<file path="config.mk">
export PLATFORM = sky130hd
export DESIGN_NAME = cnn_frame_sequencer
export DESIGN_NICKNAME = d
export VERILOG_FILES = /design/src/rtl/cnn_pkg.sv /design/src/rtl/cnn_seq_packer.sv /design/src/rtl/cnn_frame_sequencer.sv
export SDC_FILE = /design/constraint.sdc
export NUM_CORES = 1
export LEC_CHECK = 0
export BUFFER_PORTS_ARGS = -buffer_cell sky130_fd_sc_hd__buf_2
export CAP_MARGIN = 30
export CORE_MARGIN = 10
export CORE_UTILIZATION = 35
export CTS_BUF_LIST = sky130_fd_sc_hd__clkbuf_4 sky130_fd_sc_hd__clkbuf_8 sky130_fd_sc_hd__clkbuf_16
export CTS_CLUSTER_SIZE = 40
export DETAILED_ROUTE_END_ITERATION = 8
export SYNTH_ARGS = -nofsm -noshare
export SYNTH_HDL_FRONTEND = slang
export SYNTH_SLANG_ARGS = --single-unit
</file>
<file path="constraint.sdc">
create_clock -name clk_i -period 2.8 [get_ports clk_i]
set_input_delay 0.14 -clock clk_i [delete_from_list [all_inputs] [get_ports clk_i]]
set_output_delay 0.14 -clock clk_i [all_outputs]
set_load 0.02 [all_outputs]
</file>
<file path="src/rtl/cnn_pkg.sv">
// Shared types and constants for the CNN frame sequencer: state encoding, default frame
// geometry and a minimal OBI request/response pair.
package cnn_pkg;

  localparam int unsigned DefaultImgWidth  = 28;
  localparam int unsigned DefaultImgHeight = 28;
  localparam int unsigned DefaultOutCount  = 169;
  localparam int unsigned BYTES_PER_WORD   = 4;

  typedef enum logic [2:0] {
    StIdle,
    StRdReq,
    StRdWait,
    StStream,
    StWrReq,
    StWrWait,
    StFinish
  } cnn_seq_state_e;

  typedef struct packed {
    logic [31:0] addr;
    logic        we;
    logic [3:0]  be;
    logic [31:0] wdata;
    logic        aid;
    logic        user;
  } cnn_obi_a_t;

  typedef struct packed {
    logic       req;
    cnn_obi_a_t a;
  } cnn_obi_req_t;

  typedef struct packed {
    logic [31:0] rdata;
    logic        err;
  } cnn_obi_r_t;

  typedef struct packed {
    logic       gnt;
    logic       rvalid;
    cnn_obi_r_t r;
  } cnn_obi_rsp_t;

  // Byte enables for the lowest `lanes` byte lanes.
  function automatic logic [3:0] lanes_to_be(input logic [2:0] lanes);
    logic [3:0] be;
    be = '0;
    for (int i = 0; i < 4; i++) begin
      if (3'(i) < lanes) be[i] = 1'b1;
    end
    return be;
  endfunction

endpackage

</file>
<file path="src/rtl/cnn_seq_packer.sv">
// Four-lane byte packer: result bytes fill lanes 0..3 in order; the partially filled word
// exposes byte enables for exactly the filled lanes, unused lanes read as zero.
module cnn_seq_packer
  import cnn_pkg::*;
(
  input  logic        clk_i,
  input  logic        rst_ni,
  input  logic        clear_i,
  input  logic        push_i,
  input  logic [7:0]  data_i,
  output logic [31:0] word_o,
  output logic [3:0]  be_o,
  output logic        full_o,
  output logic        empty_o
);

  logic [2:0]      count_q, count_d;
  logic [3:0][7:0] data_q, data_d;

  always_comb begin
    count_d = count_q;
    data_d  = data_q;
    if (clear_i) begin
      count_d = '0;
      data_d  = '0;
    end else if (push_i && !full_o) begin
      data_d[count_q[1:0]] = data_i;
      count_d              = count_q + 3'd1;
    end
  end

  always_ff @(posedge clk_i or negedge rst_ni) begin
    if (!rst_ni) begin
      count_q <= '0;
      data_q  <= '0;
    end else begin
      count_q <= count_d;
      data_q  <= data_d;
    end
  end

  assign full_o  = (count_q == 3'(BYTES_PER_WORD));
  assign empty_o = (count_q == '0);
  assign word_o  = data_q;
  assign be_o    = lanes_to_be(count_q);

endmodule

</file>
<file path="src/rtl/cnn_frame_sequencer.sv">
// Frame sequencer: streams an input image from memory as pixels and writes packed pooled results
// back over one shared OBI manager port. Define CNN_SEQ_PERF_EN to build the busy-cycle counter.
module cnn_frame_sequencer
  import cnn_pkg::*;
#(
  parameter int unsigned ImgWidth  = DefaultImgWidth,
  parameter int unsigned ImgHeight = DefaultImgHeight,
  parameter int unsigned OutCount  = DefaultOutCount,
  parameter type         obi_req_t = cnn_obi_req_t,
  parameter type         obi_rsp_t = cnn_obi_rsp_t
) (
  input  logic        clk_i,
  input  logic        rst_ni,
  input  logic        start_i,
  input  logic [31:0] input_base_i,
  input  logic [31:0] output_base_i,
  output logic        busy_o,
  output logic        done_o,
  output logic        err_o,
  output logic [31:0] perf_cycles_o,
  output obi_req_t    mgr_obi_req_o,
  input  obi_rsp_t    mgr_obi_rsp_i,
  output logic [7:0]  pix_o,
  output logic        pix_valid_o,
  input  logic        pix_ready_i,
  input  logic [7:0]  res_i,
  input  logic        res_valid_i,
  output logic        res_ready_o
);

  localparam int unsigned PixTotal = ImgWidth * ImgHeight;
  localparam int unsigned OutWords = (OutCount + BYTES_PER_WORD - 1) / BYTES_PER_WORD;
  localparam int unsigned PixW     = $clog2(PixTotal + 1);
  localparam int unsigned WrW      = $clog2(OutWords + 1);
  localparam int unsigned ResW     = $clog2(OutCount + 1);

  localparam logic [PixW-1:0] PixLast = PixW'(PixTotal - 1);
  localparam logic [PixW-1:0] PixAll  = PixW'(PixTotal);
  localparam logic [WrW-1:0]  WrLast  = WrW'(OutWords - 1);
  localparam logic [WrW-1:0]  WrAll   = WrW'(OutWords);
  localparam logic [ResW-1:0] ResAll  = ResW'(OutCount);

  cnn_seq_state_e  state_q, state_d;
  logic [31:0]     in_base_q, in_base_d, out_base_q, out_base_d;
  logic [31:0]     word_q, word_d;
  logic [PixW-1:0] pix_cnt_q, pix_cnt_d;
  logic [1:0]      byte_idx_q, byte_idx_d;
  logic [WrW-1:0]  wr_word_q, wr_word_d;
  logic [ResW-1:0] res_cnt_q, res_cnt_d;
  logic            err_q, err_d;

  logic        accept_start, rsp_ok, rsp_err, pix_hs, last_pix, word_end, wr_pending;
  logic        pk_clear, pk_push, pk_full, pk_empty;
  logic [31:0] pk_word;
  logic [3:0]  pk_be;

  assign accept_start = (state_q == StIdle) && start_i;
  assign rsp_ok       = mgr_obi_rsp_i.rvalid && !mgr_obi_rsp_i.r.err;
  assign rsp_err      = mgr_obi_rsp_i.rvalid && mgr_obi_rsp_i.r.err &&
                        ((state_q == StRdWait) || (state_q == StWrWait));
  assign pix_hs       = (state_q == StStream) && pix_ready_i;
  assign last_pix     = (pix_cnt_q == PixLast);
  assign word_end     = pix_hs && ((byte_idx_q == 2'd3) || last_pix);
  // A full word, or the trailing partial word once every result has arrived.
  assign wr_pending   = pk_full || ((res_cnt_q == ResAll) && !pk_empty);
  assign pk_clear     = accept_start || ((state_q == StWrWait) && rsp_ok);
  assign pk_push      = res_valid_i && res_ready_o;

  cnn_seq_packer u_packer (
    .clk_i   (clk_i),
    .rst_ni  (rst_ni),
    .clear_i (pk_clear),
    .push_i  (pk_push),
    .data_i  (res_i),
    .word_o  (pk_word),
    .be_o    (pk_be),
    .full_o  (pk_full),
    .empty_o (pk_empty)
  );

  always_ff @(posedge clk_i or negedge rst_ni) begin
    if (!rst_ni) state_q <= StIdle;
    else         state_q <= state_d;
  end

  always_comb begin
    state_d = state_q;
    unique case (state_q)
      StIdle:   if (start_i) state_d = StRdReq;
      StRdReq:  if (mgr_obi_rsp_i.gnt) state_d = StRdWait;
      StRdWait: if (mgr_obi_rsp_i.rvalid) state_d = mgr_obi_rsp_i.r.err ? StFinish : StStream;
      StStream: begin
        if (word_end) begin
          if (wr_pending)              state_d = StWrReq;
          else if (!last_pix)          state_d = StRdReq;
          else if (wr_word_q != WrAll) state_d = StWrReq;
          else                         state_d = StFinish;
        end
      end
      // Without a pending word this state just waits for the pipeline to drain results.
      StWrReq:  if (wr_pending && mgr_obi_rsp_i.gnt) state_d = StWrWait;
      StWrWait: begin
        if (mgr_obi_rsp_i.rvalid) begin
          if (mgr_obi_rsp_i.r.err || (wr_word_q == WrLast)) state_d = StFinish;
          else if (pix_cnt_q != PixAll)                      state_d = StRdReq;
          else                                               state_d = StWrReq;
        end
      end
      StFinish: state_d = StIdle;
      default:  state_d = StIdle;
    endcase
  end

  always_comb begin
    in_base_d  = in_base_q;
    out_base_d = out_base_q;
    word_d     = word_q;
    pix_cnt_d  = pix_cnt_q;
    byte_idx_d = byte_idx_q;
    wr_word_d  = wr_word_q;
    res_cnt_d  = res_cnt_q;
    err_d      = err_q;
    if (accept_start) begin
      in_base_d  = input_base_i;
      out_base_d = output_base_i;
      pix_cnt_d  = '0;
      byte_idx_d = '0;
      wr_word_d  = '0;
      res_cnt_d  = '0;
      err_d      = 1'b0;
    end
    if ((state_q == StRdWait) && rsp_ok) begin
      word_d     = mgr_obi_rsp_i.r.rdata;
      byte_idx_d = '0;
    end
    if (pix_hs) begin
      pix_cnt_d  = pix_cnt_q + PixW'(1);
      byte_idx_d = byte_idx_q + 2'd1;
    end
    if (pk_push) res_cnt_d = res_cnt_q + ResW'(1);
    if ((state_q == StWrWait) && rsp_ok) wr_word_d = wr_word_q + WrW'(1);
    if (rsp_err) err_d = 1'b1;
  end

  always_ff @(posedge clk_i or negedge rst_ni) begin
    if (!rst_ni) begin
      in_base_q  <= '0;
      out_base_q <= '0;
      word_q     <= '0;
      pix_cnt_q  <= '0;
      byte_idx_q <= '0;
      wr_word_q  <= '0;
      res_cnt_q  <= '0;
      err_q      <= 1'b0;
    end else begin
      in_base_q  <= in_base_d;
      out_base_q <= out_base_d;
      word_q     <= word_d;
      pix_cnt_q  <= pix_cnt_d;
      byte_idx_q <= byte_idx_d;
      wr_word_q  <= wr_word_d;
      res_cnt_q  <= res_cnt_d;
      err_q      <= err_d;
    end
  end

  always_comb begin
    mgr_obi_req_o = '0;
    busy_o        = (state_q != StIdle) && (state_q != StFinish);
    done_o        = (state_q == StFinish);
    pix_valid_o   = (state_q == StStream);
    res_ready_o   = busy_o && !wr_pending && (res_cnt_q != ResAll) && (state_q != StWrWait);
    if (state_q == StRdReq) begin
      // Pixels are bytes, so the pixel count at a word boundary is the byte offset.
      mgr_obi_req_o.req    = 1'b1;
      mgr_obi_req_o.a.addr = in_base_q + 32'(pix_cnt_q);
      mgr_obi_req_o.a.be   = 4'hF;
    end else if ((state_q == StWrReq) && wr_pending) begin
      mgr_obi_req_o.req     = 1'b1;
      mgr_obi_req_o.a.we    = 1'b1;
      mgr_obi_req_o.a.addr  = out_base_q + (32'(wr_word_q) << 2);
      mgr_obi_req_o.a.be    = pk_be;
      mgr_obi_req_o.a.wdata = pk_word;
    end
  end

  assign pix_o = word_q[{byte_idx_q, 3'b000} +: 8];
  assign err_o = err_q;

`ifdef CNN_SEQ_PERF_EN
  logic [31:0] perf_q;

  always_ff @(posedge clk_i or negedge rst_ni) begin
    if (!rst_ni)                      perf_q <= '0;
    else if (accept_start)            perf_q <= '0;
    else if (busy_o && perf_q != '1)  perf_q <= perf_q + 32'd1;
  end

  assign perf_cycles_o = perf_q;
`else
  assign perf_cycles_o = '0;
`endif

endmodule

</file>
[Yosys cells after proc, flatten, opt, wreduce, memory -nomap -nowiden]
Index checks and enable logic that the tools add are counted.
Word-level totals
  flip-flop bits (word level): 161
  input bits: 112
  word-level logic and storage cells: 127
Cells by class
  add/sub/neg operators: 7
  order comparisons: 6
  eq/ne operators: 22
  shift-type cells: 1
  multiplexer cells: 40
  reductions and logical operators: 37
Operator list (number)
  $mux 32: 3
  $mux 70: 1
  $mux 3: 13
  $mux 33: 1
  $add 32x10->32: 1
  $add 32x8->32: 1
  $bwmux 32: 1
  $shiftx 32x6->8: 1
  $mux 8: 3
  $mux 10: 2
  $logic_and 1x1->1: 18
  $pmux 3 s6: 1
  $demux 8 s2: 1
  $eq 3x3->1 const B: 4
  $mux 6: 2
  $add 10x1->10 const B: 1
  $eq 10x10->1 const B: 1
  $ne 10x10->1 const B: 1
  $ne 2x2->1 const B: 5
  $reduce_bool 2->1: 5
  $add 8x1->8 const B: 1
  $eq 8x8->1 const B: 1
  $mux 2: 4
  $ne 8x8->1 const B: 1
  21 further kinds: 40

[Depth between registers and ports, before layout]
Gate-level depths: netlist of run 1.
  word-level depth: 12
  mapped depth: 10
  depth with buffers taken out: 8

[Modules after synthesis]
Synthesis of run 1 repeated with hierarchy kept, for this count alone.
Second synthesis, totals
  cells, all modules: 1056
  area, all modules: 9569.2 um2
By module, submodules not included
  cnn_frame_sequencer: instances 1, cells an instance 899, area each 7872.6 um2
  cnn_seq_packer: instances 1, cells an instance 157, area each 1696.6 um2

[Least setup slack after synthesis of run 1]
Ideal clock, no wire load.
  path type: register to output
  from: register pix_cnt_q[0]
  to: output mgr_obi_req_o[57] (netlist bit)
  arrival time: 2.322 ns
  required time: 2.660 ns
  path slack: 0.338 ns
  stages on the path, launching flop included: 10
  buffers on the path: 1
  path through: dfrtp_1 -> ha_1 -> fa_1 -> a21oi_1 -> o21ai_0 -> nand4_1 -> clkbuf_1 -> a21boi_0 -> xnor2_1 -> o22ai_1
RTL lines
  from (decl): line cnn_frame_sequencer.sv:46  | logic [PixW-1:0] pix_cnt_q, pix_cnt_d;
  from (signal assigned): line cnn_frame_sequencer.sv:159  | pix_cnt_q <= pix_cnt_d;
  to (decl): line cnn_frame_sequencer.sv:21  | output obi_req_t mgr_obi_req_o,

==> qor.txt, run 1 <==
gr ovfl total = 0
worst min-delay path category = input port to flip-flop
initial antenna violation count = 2
placed wire-length estimate = 20700 µm
top sig layer = met4
final wirelength = 29000 µm
crit share post-route = 98.8%
crit start category = flip-flop
Syn Std Cell Area = 0.00934 mm²
largest stage delay on the critical path = 0.42 ns
crit-path cells = ha_4, fa_2, a21oi_4, o21ai_2, a21oi_1, o21ai_0, xnor2_1, o22ai_2, buf_6
largest net degree at the start of global routing = 85
post-route ant nets = 0
depth of the CTS H-tree = 4
GRT Util Overall = 17.0%
worst slew pin tran = 0.523 ns
max_cap viols = 0
Post-synth ARST share = 100%
met1 wire length = 12900 µm
status = finished clean
EDFF count, synth = 0
Worst-path clk slew = 0.07 ns
Met2 Wirelength = 13700 µm
average wire per standard cell = 17.3 µm
met3 WL = 1540 µm
synth unique cells = 65
Leak = 5.93 nW
Via density = 4.92
Seq cells post-synth = 161
die width = 183 µm
CP max FO = 2
DR pass1 iterations = 5
total CTS buffers = 17
mean cell area of the mapped netlist = 9.08 µm²
first-iteration detailed-routing DRC count = 571
Root Buffer = clkbuf_16
biggest area consumer among synthesized cells = dfrtp_1
Die Height = 183 µm
Clock Sinks = 161
Top FF cell, synth = dfrtp_1
Seq/Total Area, Yosys = 43.1%
placement row count = 59
Core ar. = 0.0261 mm²
Slowest-stage cell, CP = dfrtp_1
I/O pins = 229
CP required = 2.66 ns
Area Overhead vs Synth = 37.1%
fin cells = 1679
Initial Utilization = 35.7%
pwr dens = 875 mW/mm²
yosys warns = 0
top-area cell type share of the netlist area = 43.1%
Peak Freq = 361 MHz
Crit. Startpoint = in_base_q[0]
final hold violation count = 0
first-pass GRT wire length = 46300 µm
Synth area leaders = dfrtp_1 (43%), nand2_1 (9.1%), o21ai_0 (4.6%)
Final Max Slew Viols = 0
DR vias = 8256
Worst Setup End Kind = primary output
Slew headroom = 64.8%
Max VDD drop = 440 µV
reg2reg start = pix_cnt_q[5]
final net count = 1470
die area = 0.0336 mm²
Setup Skew = 0.0201 ns
gpl congestion = 0.955
Final Core Density = 49.0%
worst path arrival time = 2.63 ns
cells after synthesis = 1029
Port Buffers = 194
Filler Cells Inserted = 2494
Skew-Pair Late Insertion Delay = 0.43 ns
TritonCTS clock tree = yes
ratio of cells with drive above 1 in the final layout = 29.0%
# DRC = 0
RSZ-0062 raised after global routing = true
final setup vio count = 0
critical hold path startpoint = res_i[2]
CTS Buffer Depth = 2
Cells after DPL = 1527
number of global-route vias before repair = 8497
fin crit period = 2.77 ns
CP Class = flip-flop to primary output
## cells in the mapped netlist, drive strengths merged (11+ instances only)
library cell and number:
and2 34, clkbuf 32, a211oi 11, a21oi 24, nor2 35, o22ai 29, nand4 14, nand3 67
ha 27, buf 54, xnor2 43, and3 15, nand2 229, o21ai 87, dfrtp 161, mux2 32
xor2 19, inv 34
## cells in the final DEF (no fill, tap or decap), drive strengths merged, types with 3 or more instances in the layout
master       netlist  layout
buf               54     236
nand2            229     229
dfrtp            161     161
dlygate4sd3        0      97
o21ai             87      87
nand3             67      67
xnor2             43      43
inv               34      38
nor2              35      35
and2              34      34
conb               1      34
mux2              32      32
o22ai             29      29
ha                27      27
a21oi             24      24
clkbuf            32      20
xor2              19      19
and3              15      15
nand4             14      14
a211oi            11      11
mux4               8       8
nor3               8       8
nor4               7       7
mux2i              6       6
clkinv             0       5
o211ai             4       4
nor2b              3       3
or3                3       3
o21bai             3       3
a21o               3       3
clkinvlp           0       3
a21boi             3       3
## cell families after synthesis
kind of cell | count (synthesis) | share of synthesized area [%]
AOI/OAI and AO/OA | 183 | 12.1
xor gates and xnor gates | 62 | 5.81
adders and majority gates | 29 | 4.05
buffers and inverters | 120 | 6.87
DFF | 161 | 43.1
muxes | 46 | 6.43
other | 1 | 0.0401
and+or+nand+nor | 427 | 21.5
## worst max-delay path, delay by kind of cell, from the launching register on
family	cells	cell delay, ns
XOR/XNOR	1	0.24
buffers and inverters	1	0.17
adder cells (fa/ha/maj)	2	0.60
flip-flops	1	0.42
AO/OA/AOI/OAI	5	0.78
## power breakdown
part | internal, mW | switching [mW]
combinational | 2.03 | 2.63
clock | 1.27 | 1.03
sequential | 3.27 | 0.967
## per-layer routing
metal  vias up  track usage (%)
li1       4062                -
met5         -                0
met4         0             6.75
met3        40             3.06
met1      3924             21.9
met2       230             27.7
## metrics by stage
stage | setup slack, ns | cell area (µm²) | hold WS (ns) | power (mW) | TNS, ns
2_1_floorplan | 0.338 | 9460 | -0.156 | 6.98 | 0
3_3_place_gp | 0.170 | 10600 | 0.0841 | 8.31 | 0
3_5_place_dp | 0.0998 | 10600 | 0.0823 | 8.39 | 0
4_1_cts | 0.00139 | 12500 | 0.0420 | 11.1 | 0
5_1_grt | -0.0505 | 12800 | 0.0477 | 12.0 | -0.227
6_report | 0.0330 | 12800 | 0.0600 | 11.2 | 0
## final cells by class
cell class                 instances  area (µm²)  area share (%)
tap                              335         419            3.27
inverter                          34         130            1.02
clock inverter                    13         128           0.997
clock buffer                      19         447            3.49
antenna                            2        5.00          0.0391
sequential                       161        4040            31.5
timing repair buffer             334        2420            18.9
multi-input combinational        781        5220            40.8
## flip-flops by register name, indices dropped and copies added (netlist names)
register	cells
in_base_q	32
out_base_q	32
u_packer.word_o	32
word_q	32
pix_cnt_q	10
res_cnt_q	8
wr_word_q	6
state_q	3
u_packer.count_q	3
byte_idx_q	2
err_o	1
## path summary, 6_finish.rpt
| path | cells after the start | to | slack (ns) |
|---|---|---|---|
| max in group asynchronous | 3 | word_q[30] | 1.77 |
| max | 9 | mgr_obi_req_o[47] | 0.03 |
| min in group asynchronous | 2 | u_packer.word_o[17] | 0.20 |
| min reg2reg | 2 | out_base_q[0] | 0.48 |
| max reg2reg | 5 | state_q[0] | 0.51 |
| min | 3 | u_packer.word_o[10] | 0.06 |
## timing repair
action / CTS / global route
setup endpoints to repair: 55 / 60
setup buffers: 10 / 10
gates cloned: 0 / 1
hold buffers: 97 / 0
pin swaps: 10 / 22
endpoints found under the hold margin: 136 / 0
gates resized for setup: 48 / 46
(Power assumes the default switching activity.)
==> run 2, diff against run 1 <==
Settings changed: CORE_UTILIZATION 35 to 43, PLACE_DENSITY set to 0.67, SLEW_MARGIN set to 0.
==> run 2 against run 1 <==
- the run now ends with setup timing left
- wire length up 1.3%
- maximum frequency down 1.3%
- hold slack worse by 0.0084 ns
- largest power group unchanged
- global-route usage up 2.6 points
- sequential share of layout area down 0.37 points
- clock power up 10%
==> qor.txt, run 2 (same netlist as run 1, synthesis figures left out) <==
Worst-path clk slew = 0.07 ns
CP required = 2.66 ns
TritonCTS clock tree = yes
final setup vio count = 1
GRT Util Overall = 19.6%
reg2reg start = pix_cnt_q[6]
Worst Setup End Kind = primary output
failing checks = setup timing
final net count = 1488
ratio of cells with drive above 1 in the final layout = 30.5%
post-route ant nets = 0
number of global-route vias before repair = 8475
Port Buffers = 194
CTS Buffer Depth = 2
Max VDD drop = 463 µV
Int Pwr = 6.84 mW
switching power = 4.62 mW
DR vias = 8564
status = finished, violations left
pwr dens = 883 mW/mm²
combinational fraction of design power = 41.1%
Peak Freq = 357 MHz
Via density = 5.23
DR pass1 iterations = 4
placed wire-length estimate = 19500 µm
worst min-delay path category = input port to flip-flop
fin crit period = 2.80 ns
# DRC = 0
Post-DP Area = 0.0105 mm²
Final Max Slew Viols = 0
gr ovfl total = 0
first-iteration detailed-routing DRC count = 665
placement row count = 53
gpl congestion = 0.907
Hold Slack = 0.0516 ns
most common library cell in the layout ignoring fill and taps = nand2_1
global route hottest layer = met2
die width = 167 µm
worst path arrival time = 2.66 ns
Buf+Inv Stages, Crit Path = 3
total CTS buffers = 17
crit-path cells = ha_4, nand2_2, o21ai_2, nand4_1, buf_6, buf_6, a211oi_2, xnor2_1, o22ai_1, buf_2
Sequential Power Share = 36.8%
Setup Skew = 0.0102 ns
Slowest-stage cell, CP = dfrtp_2
final wirelength = 29400 µm
largest stage delay on the critical path = 0.44 ns
Die Height = 167 µm
largest net degree at the start of global routing = 79
RSZ-0062 raised after global routing = true
R2R depth = 6
CP Class = flip-flop to primary output
grt met2 use = 31.8%
Cells after DPL = 1470
met3 Resource Use GR = 4.19%
first-pass GRT wire length = 45500 µm
Core ar. = 0.0212 mm²
Area Overhead vs Synth = 38.9%
Switching Share = 40.3%
max_cap viols = 0
initial antenna violation count = 2
crit share post-route = 100%
Skew-Pair Late Insertion Delay = 0.42 ns
Clock Power Share = 22.1%
most frequent cells in the layout = nand2_1 (223), buf_2 (178), dfrtp_1 (147), dlygate4sd3_1 (97), o21ai_0 (84)
CP max FO = 5
met1 usage = 25.1%
crit start category = flip-flop
final hold violation count = 0
WHS Endpoint = u_packer.word_o[7]
fin cells = 1636
setup ws final = -0.00346 ns
most used cell, CP = buf_6
RR Endpoint = state_q[0]
r2r setup slk = 0.46 ns
Root Buffer = clkbuf_16
Initial Utilization = 44.0%
Clock Sinks = 161
critical hold path startpoint = res_i[7]
Leak = 6.03 nW
Slew headroom = 51.4%
die area = 0.0280 mm²
Filler Cells Inserted = 1778
worst slew pin tran = 0.729 ns
depth of the CTS H-tree = 4
CP delay by family, top = compound AO/OA/AOI/OAI gates
design area = 0.0130 mm²
I/O pins = 229
WHS Path Cells = 3
average wire per standard cell = 18.0 µm
==> run 2: cell count changes in the layout (fill, tap and decap cells not counted), sizes merged <==
cell      before  now
buf          236  252
bufinv         1    4
clkbuf        20   22
clkinv         5    4
clkinvlp       3    1
inv           38   36
nand4         14   15
==> run 2: cell type report <==
class / count / area [µm²] / share of cell area [%]
Multi-Input combinational cell: 782 / 5240 / 40.4
Sequential cell: 161 / 4050 / 31.2
Timing Repair Buffer: 351 / 2580 / 19.9
Clock buffer: 20 / 454 / 3.50
Tap cell: 275 / 344 / 2.65
Clock inverter: 11 / 178 / 1.37
Inverter: 34 / 131 / 1.01
Antenna cell: 2 / 5.00 / 0.0386
==> run 2: power groups by stage <==
| stage | Combinational (mW) | Sequential (mW) | Clock [mW] |
|---|---|---|---|
| floorplan | 3.12 | 3.86 | 0 |
| global placement | 4.12 | 4.09 | 0 |
| detailed placement | 4.20 | 4.13 | 0 |
| CTS | 4.52 | 4.14 | 2.57 |
| global route | 5.19 | 4.33 | 2.66 |
| finish | 4.71 | 4.22 | 2.54 |
==> run 2: per-stage QoR <==
stage | setup TNS, ns | setup WS [ns] | utilization [%] | power, mW
2_1_floorplan | 0 | 0.338 | - | 6.98
3_3_place_gp | 0 | 0.210 | 49.6 | 8.22
3_5_place_dp | 0 | 0.176 | 49.6 | 8.34
4_1_cts | -0.135 | -0.0299 | 59.1 | 11.2
5_1_grt | -0.880 | -0.107 | 61.2 | 12.2
6_report | -0.00346 | -0.00346 | 61.2 | 11.5
==> run 2: how the worst max path moves through the flow <==
stage	from	end	slack, ns	cells past startpoint
2_1_floorplan	pix_cnt_q[0]	mgr_obi_req_o[57]	0.34	9
3_3_place_gp	pix_cnt_q[0]	mgr_obi_req_o[49]	0.21	10
3_5_place_dp	pix_cnt_q[0]	mgr_obi_req_o[49]	0.18	10
4_1_cts	pix_cnt_q[0]	mgr_obi_req_o[55]	-0.03	10
5_1_grt	pix_cnt_q[3]	mgr_obi_req_o[61]	-0.11	10
6_report	pix_cnt_q[3]	mgr_obi_req_o[61]	-0.003	10
==> run 2: worst min-delay path: stages <==
cell and delay (ns):
buf_2 0.11, inv_1 0.09, o21ai_0 0.09
==> run 2: metal layers <==
layer,up-vias,share of wire [%]
met1,4149,43
met4,0,2.6
met3,49,5.5
met5,-,0
met2,270,49
li1,4096,-
==> run 2: timing repair <==
item                                    in CTS  in global routing
gates resized for setup                     64                 55
pin swaps                                   23                 27
gates cloned                                 2                  3
endpoints found under the setup margin      59                 62
endpoints found under the hold margin      172                  0
buffers inserted                            12                 20
hold buffers                                97                  0
